<file path="src/rtl/sseg_pkg.sv">
// sseg_pkg: shared segment type, hex font table and blank constant for the seven-segment scanner.
package sseg_pkg;
   typedef logic [6:0] seg_t;
   localparam seg_t SEG_BLANK = 7'h7F;
   // Active-low {g,f,e,d,c,b,a} glyphs for 0-9, A, b, C, d, E, F.
   localparam seg_t HEX_FONT [16] = '{
      7'h40, 7'h79, 7'h24, 7'h30, 7'h19, 7'h12, 7'h02, 7'h78,
      7'h00, 7'h10, 7'h08, 7'h03, 7'h46, 7'h21, 7'h06, 7'h0E
   };
endpackage

</file>
<file path="src/rtl/sseg_scan_ctl_if.sv">
// sseg_scan_ctl_if: display data inputs and multiplexed segment/anode outputs of the scanner.
interface sseg_scan_ctl_if #(parameter int N_DIGITS = 4);
   import sseg_pkg::*;
   logic [4*N_DIGITS-1:0] digits;
   logic [N_DIGITS-1:0] dp;
   logic blank_lz;
   logic [3:0] brightness;
   seg_t seg_n;
   logic dp_n;
   logic [N_DIGITS-1:0] an_n;
   modport master (output digits, dp, blank_lz, brightness, input seg_n, dp_n, an_n);
   modport slave (input digits, dp, blank_lz, brightness, output seg_n, dp_n, an_n);
endinterface

</file>
<file path="src/rtl/sseg_hex_decode.sv">
// sseg_hex_decode: combinational hex nibble to active-low segment pattern.
module sseg_hex_decode
   import sseg_pkg::*;
(
   input  logic [3:0] nib_i,
   output seg_t       seg_n_o
);
   assign seg_n_o = HEX_FONT[nib_i];
endmodule

</file>
<file path="src/rtl/sseg_scan_ctl.sv">
// sseg_scan_ctl: multiplexed seven-segment scanner with leading-zero blanking and registered outputs.
// Optional PWM dimming is built in when SSEG_SCAN_DIMMING_EN is defined.
module sseg_scan_ctl
   import sseg_pkg::*;
#(
   parameter int N_DIGITS       = 4,
   parameter int REFRESH_CYCLES = 100000
) (
   input logic clk,
   input logic rst,
   sseg_scan_ctl_if.slave bus
);
   localparam int PW = $clog2(REFRESH_CYCLES);
   localparam int IW = N_DIGITS > 1 ? $clog2(N_DIGITS) : 1;
   logic [PW-1:0] presc_q, presc_d;
   logic [IW-1:0] idx_q, idx_d;
   seg_t seg_n_q, seg_n_d, font_n;
   logic dp_n_q, dp_n_d;
   logic [N_DIGITS-1:0] an_n_q, an_n_d, lz, sel;
   logic wrap, blank, on;
   sseg_hex_decode u_dec (.nib_i(bus.digits[{idx_q, 2'b00} +: 4]), .seg_n_o(font_n));
   // lz[i] is set when digit i and every digit above it are zero.
   always_comb begin
      logic z;
      z = 1'b1;
      lz = '0;
      for (int i = N_DIGITS - 1; i >= 0; i--) begin
         z = z && bus.digits[4*i +: 4] == 4'h0;
         lz[i] = z;
      end
   end
`ifdef SSEG_SCAN_DIMMING_EN
   logic [3:0] pwm_q, bright_q;
   always_ff @(posedge clk) begin
      if (rst) begin
         pwm_q <= '0;
         bright_q <= 4'hF;
      end else begin
         pwm_q <= pwm_q + 1'b1;
         bright_q <= wrap ? bus.brightness : bright_q;
      end
   end
   assign on = pwm_q <= bright_q;
`else
   logic unused_brightness;
   assign unused_brightness = ^bus.brightness;
   assign on = 1'b1;
`endif
   always_comb begin
      wrap = presc_q == PW'(REFRESH_CYCLES - 1);
      presc_d = wrap ? '0 : presc_q + 1'b1;
      idx_d = !wrap ? idx_q : idx_q == IW'(N_DIGITS - 1) ? '0 : idx_q + 1'b1;
      blank = bus.blank_lz && idx_q != '0 && lz[idx_q];
      sel = N_DIGITS'(1) << idx_q;
      an_n_d = blank || !on ? '1 : ~sel;
      seg_n_d = blank ? SEG_BLANK : font_n;
      dp_n_d = blank || !bus.dp[idx_q];
   end
   always_ff @(posedge clk) begin
      if (rst) begin
         presc_q <= '0;
         idx_q <= '0;
         seg_n_q <= SEG_BLANK;
         dp_n_q <= 1'b1;
         an_n_q <= '1;
      end else begin
         presc_q <= presc_d;
         idx_q <= idx_d;
         seg_n_q <= seg_n_d;
         dp_n_q <= dp_n_d;
         an_n_q <= an_n_d;
      end
   end
   assign bus.seg_n = seg_n_q;
   assign bus.dp_n = dp_n_q;
   assign bus.an_n = an_n_q;
endmodule

</file>
<file path="src/flat_wrapper.sv">
// flat-port wrapper written by rule: the top's interface ports become plain ports
module sseg_scan_ctl_flat import sseg_pkg::*;
#(
   parameter int N_DIGITS       = 4,
   parameter int REFRESH_CYCLES = 100000
)
  (clk, rst, bus_digits, bus_dp, bus_blank_lz, bus_brightness, bus_seg_n, bus_dp_n, bus_an_n);
  sseg_scan_ctl_if #(.N_DIGITS(N_DIGITS)) bus_i ();
  input logic clk;
  input logic rst;
  input wire logic [$bits(bus_i.digits)-1:0] bus_digits;
  input wire logic [$bits(bus_i.dp)-1:0] bus_dp;
  input wire logic [$bits(bus_i.blank_lz)-1:0] bus_blank_lz;
  input wire logic [$bits(bus_i.brightness)-1:0] bus_brightness;
  output wire logic [$bits(bus_i.seg_n)-1:0] bus_seg_n;
  output wire logic [$bits(bus_i.dp_n)-1:0] bus_dp_n;
  output wire logic [$bits(bus_i.an_n)-1:0] bus_an_n;
  assign bus_i.digits = bus_digits;
  assign bus_i.dp = bus_dp;
  assign bus_i.blank_lz = bus_blank_lz;
  assign bus_i.brightness = bus_brightness;
  assign bus_seg_n = bus_i.seg_n;
  assign bus_dp_n = bus_i.dp_n;
  assign bus_an_n = bus_i.an_n;
  sseg_scan_ctl #(.N_DIGITS(N_DIGITS), .REFRESH_CYCLES(REFRESH_CYCLES)) u_core (.clk(clk), .rst(rst), .bus(bus_i));
endmodule
</file>
<file path="config.mk">
export PLATFORM = sky130hd
export DESIGN_NAME = sseg_scan_ctl_flat
export DESIGN_NICKNAME = d
export VERILOG_FILES = /design/src/rtl/sseg_pkg.sv /design/src/rtl/sseg_scan_ctl_if.sv /design/src/rtl/sseg_hex_decode.sv /design/src/rtl/sseg_scan_ctl.sv /design/src/flat_wrapper.sv
export SDC_FILE = /design/constraint.sdc
export NUM_CORES = 1
export LEC_CHECK = 0
export BUFFER_PORTS_ARGS = -buffer_cell sky130_fd_sc_hd__buf_4
export CAP_MARGIN = 30
export CORE_MARGIN = 2
export CORE_UTILIZATION = 57
export CTS_CLUSTER_DIAMETER = 150
export DETAILED_ROUTE_END_ITERATION = 8
export PLACE_DENSITY = 0.95
export SKIP_LAST_GASP = 1
export SLEW_MARGIN = 10
export SYNTH_ARGS = -nofsm -noshare
export SYNTH_HDL_FRONTEND = slang
export SYNTH_SLANG_ARGS = --single-unit
export TNS_END_PERCENT = 50
</file>
<file path="constraint.sdc">
create_clock -name clk -period 3.34 [get_ports clk]
set_input_delay 0.167 -clock clk [delete_from_list [all_inputs] [get_ports clk]]
set_output_delay 0.167 -clock clk [all_outputs]
set_load 0.03 [all_outputs]
</file>
Yosys cells after proc, flatten, opt, wreduce, memory -nomap -nowiden
Memory sizes are Yosys's and may differ from the RTL's. A register that Yosys moved wholly into a read port is not among the register bits. Cells that the tools add are included.

Add/subtract/negate cells: 2. Magnitude comparators: 1. Equality and inequality tests: 2. Shift-type cells: 2. Multiplexer cells: 5. Bitwise operators: 2. Reductions and logical operators: 14.

Operator list (number): $add A17 B1 Y17 const B (1); $eq A17 B17 Y1 const B (1); $logic_not A4 Y1 (4); $shiftx A16 B5 Y4 (1); $logic_and A1 B1 Y1 (5); $not A4 Y5 (1); $bmux W1 S2 (2); $not A4 Y4 (1); $reduce_or A2 Y1 (2); $shl A1 B2 Y4 const A (1); $lt A2 B3 Y1 const B (1); $add A2 B1 Y2 const B (1); $eq A2 B2 Y1 const B (1); $mux W1 (2); $mux W2 (1); $reduce_bool A2 Y1 (1); $logic_not A1 Y1 (1); $logic_or A1 B1 Y1 (1).

Register bits: 24. Bits in read-only memories: 112. Input port bits: 27. Output and inout port bits: 12. Logic and storage cells: 33. Memories: 1.

Memory list: (name not given) (depth 16, width 7, rd ports 1, clocked after memory_dff 1, wr ports 0, RTL line sseg_hex_decode.sv:8) `assign seg_n_o = HEX_FONT[nib_i];`.

Logic depth before layout (Yosys ltp)
Depth in word-level cells: 8. Depth in mapped cells: 8. Mapped depth without buffers: 7.

Hierarchy
Synthesis repeated with hierarchy kept, for this count alone.

Cell total of the unflattened synthesis: 182. Area total of the unflattened synthesis: 1711.6 sq um.

By module, submodules not included: sseg_scan_ctl (times used 1, cells an instance 150, area an instance 1436.4 sq um, seq. area each 620.6 sq um); sseg_hex_decode (times used 1, cells an instance 32, area an instance 275.3 sq um, seq. area each 0.0 sq um).

Worst setup path after synthesis
No wires, ideal clock.

Path kind: register to register. Start: register u_core.idx_q[0]. End: register u_core.seg_n_q[4] (netlist: u_core.bus.seg_n[4]). Library setup time: 0.130 ns. Arrival: 1.744 ns. Required time: 3.210 ns. Slack: 1.467 ns. Stages on the path, launching flop included: 7. Path buffers: 1. Period minus slack after synthesis: 1.873 ns. Cell sequence: dfxtp_1 buf_4 mux4_2 ha_1 mux2_2 o21ai_1 nand2_1.

Word-level cells in the longest chain between the ends: 4. Elaborated cells between the ends (all ways): 8. Classes of those cells: 1 x shift; 2 x mux; 1 x bitwise; 4 x reduce/logical.

Ends and longest elaborated chain: start: declaration (RTL line sseg_scan_ctl.sv:16) `logic [IW-1:0] idx_q, idx_d;`; start signal: assignment (RTL line sseg_scan_ctl.sv:68) `idx_q <= idx_d;`; parallel branches: the longest is 4 deep, another holds $shiftx A16 B5 Y4; end: declaration (RTL line sseg_scan_ctl.sv:17) `seg_t seg_n_q, seg_n_d, font_n;`.

Several ways; the timed one is not identified. The select of a mux whose other input is x is not followed. A chain may end at the register's enable or synchronous reset.

Worst setup path after layout
Same ends and word-level chain as after synthesis.

==> flow_metrics.tcl <==
set metrics [dict create \
    mostFrequentLayoutCells "34 x buf_4, 31 x dfxtp_1, 19 x nor2_1" \
    cp.depth 5 \
    synthArstFlopShare 0 \
    rsz0062_at_grt "false" \
    dr.pass1.iters 4 \
    status "completed" \
    slew-limit-headroom 0.429 \
    min_period_ns 2.26 \
    drtIter0Drc 92 \
    synthCells 185 \
    worst_setup_path_end_kind "flop" \
    nFillCells 201 \
    cp_max_fo 12 \
    grt_antenna_before_repair 0 \
    dieArea_sq_um 3460 \
    p_per_area_nw_per_um2 368 \
    cap_violations 0 \
    p_leak_nw 0.780 \
    vias 1486 \
    worstPathArrival_ns 2.45 \
    synth_simple_gate_area_frac 0.252 \
    r2r_start "u_core.idx_q[0]" \
    routed_via_density 5.99 \
    p_comb_frac 0.143 \
    startpoint "u_core.idx_q[0]" \
    grt_pass1_vias 1418 \
    grt_pass1_wl_mm 6.41 \
    worst_pin_slew_ns 0.853 \
    finalHoldViolations 0 \
    clockRootBuffer "clkbuf_4" \
    start_kind "flop" \
    finClkSkew_ns 0.0116 \
    drive_gt1_frac 0.240 \
    cts_made_buffers 5 \
    initial_core_util 0.610 \
    p_seq_frac 0.518 \
    r2r_end "u_core.bus.seg_n[4]" \
    synth-seq-cells 31 \
    postCtsHoldBufs 0 \
    area.growth.synth_to_final_pct 18.4 \
    synth.avg_cell_area_sq_um 9.25 \
    setup_total_negative_slack_ns 0 \
    slew_viol_final 0 \
    synth-edff-count 0 \
    yosysWarnings 0 \
    wl_mm 3.83 \
    switching_share 0.258 \
    clock_power_share 0.339 \
    htreeDepth 2 \
    synth_seq_area_share 0.363 \
    post-cts-setup-buffers 0 \
    drc 0 \
    dp_hpwl_mm 2.72 \
    hp-class "input pin to flop" \
    synth_top_family_by_area "simple AND/OR/NAND/NOR gates" \
    syn-cell-area_sq_um 1710 \
    synth_xor_area_frac 0.0717 \
    cts_resized 0 \
    crit_type "flop to flop" \
    diodes 0 \
    reg2regPathDepth 5 \
    wire_per_inst_um 15.5 \
    synth_cell_types 41 \
    crit_chain "mux4_2, ha_1, mux2_2, o21ai_1, nand2_1" \
    finalSetupViolations 0 \
    final_nets 254 \
    synth-compound-area-share 0.0790 \
    grt_use_total 0.249 \
    critPathRequiredTime_ns 3.53 \
    final_common_cell "buf_4" \
    utilization 0.722 \
    rows 19 \
    die_height_um 58.8 \
    p_total_mw 0.746 \
    clock_latency_ns 0.34 \
    core-area_sq_um 2810 \
    fin_crit_sh 0.677 \
    clock_sinks 31 \
    muxShareOfSynthArea 0.108 \
    gp_congestion 0.901 \
    tritoncts "yes" \
    die_width_um 58.8 \
    grt_start_max_net_pins 18 \
    synthesis.nets 223 \
    clockBufferDepth 2 \
    overflow 0 \
    fmax_mhz 442 \
    endpoint "u_core.bus.seg_n[4]" \
    slowest_delay_ns 0.69 \
    io_pins 39 \
    synth_fa_ha_area_frac 0.0805 \
    io_buffers 34 \
    ir_worst_vdd_mv 0.247 \
    drtAntennaViolNets 0 \
    path_delay_family "multiplexers" \
    holdWs_ns 0.0227 \
    internal_power_mw 0.553 \
    r2r_slack_ns 1.08 \
    ys.flop_type "dfxtp_1" \
    clk_pin_slew_ns 0.09 \
    power_switching_mw 0.193 \
    path_buf_inv 0 \
    crit_slowest_cell "dfxtp_1" \
]
per-layer routing:
metal / vias to the layer above / wire length, um / track usage
met5: - / 0 / 0
met4: 0 / 116 / 0.136
met3: 10 / 204 / 0.0484
met2: 52 / 1910 / 0.405
met1: 702 / 1600 / 0.309
li1: 722 / - / -
Yosys cell counts (2+ instances only):
cell type,n,share of area
mux2i_1,6,0.035
nand2_1,14,0.031
inv_1,8,0.018
or4_1,6,0.026
xor2_1,6,0.031
nor2_1,19,0.042
clkbuf_1,3,0.0066
nor4_1,3,0.011
nor4b_1,2,0.010
o211ai_1,3,0.013
nand4_1,7,0.026
xnor2_1,8,0.041
a21oi_1,4,0.012
nand3_1,9,0.026
dfxtp_1,31,0.36
mux4_2,5,0.066
nand2b_1,5,0.018
ha_1,11,0.080
nor3_1,5,0.015
o31ai_1,4,0.018
buf_2,6,0.018
logic make-up (layout without fill, tap and decap cells):
family          count (synthesis)  in the layout
compound gates                 20             20
simple gates                   79             79
flops                          31             31
xor+xnor                       14             14
buf+inv                        18             50
fa+ha+maj                      11             11
mux                            12             12
stage by stage:
stage | setup WS (ns) | std cells | cell area (sq um)
final | 1.08 | 248 | 2020
after global routing | 0.952 | 248 | 2020
after CTS | 1.09 | 248 | 2020
after detailed placement | 1.10 | 240 | 1960
after global placement | 1.17 | 240 | 1960
after floorplan | 1.47 | 185 | 1710
worst reg2reg max path, cell delays in order, from the launching register on:
cell	delay, ns
dfxtp_1	0.69
mux4_2	0.66
ha_1	0.28
mux2_2	0.29
o21ai_1	0.14
nand2_1	0.07
registers in the layout (all words and copies together), names as in the netlist:
name              flops
u_core.bus.dp_n       1
u_core.bus.seg_n      7
u_core.presc_q       17
u_core.idx_q          2
u_core.bus.an_n       4
cell type report:
type | instances | area, sq um | share of cell area
flip-flops and latches | 31 | 621 | 0.307
well taps | 31 | 38.8 | 0.0192
repair buffers | 34 | 255 | 0.126
inverters | 8 | 30.0 | 0.0148
clock buffers | 8 | 68.8 | 0.0340
multi-input cells | 136 | 1010 | 0.499
worst min-delay path by stage:
stage	from	slack, ns	endpoint	cells past startpoint
after global placement	rst	0.36	u_core.idx_q[0]	2
after global routing	rst	0.009	u_core.idx_q[0]	2
after detailed placement	rst	0.37	u_core.idx_q[0]	2
after CTS	rst	0.01	u_core.idx_q[0]	2
final	rst	0.02	u_core.idx_q[0]	2
after floorplan	rst	0.24	u_core.idx_q[0]	1
power by group through the flow:
stage | clock [mW] | combinational [mW] | sequential, mW
after global routing | 0.272 | 0.115 | 0.388
after floorplan | 0 | 0.0431 | 0.412
after detailed placement | 0 | 0.104 | 0.395
final | 0.253 | 0.106 | 0.387
after CTS | 0.256 | 0.106 | 0.387
after global placement | 0 | 0.101 | 0.395
Note: power is estimated with default switching activity, not from simulation.
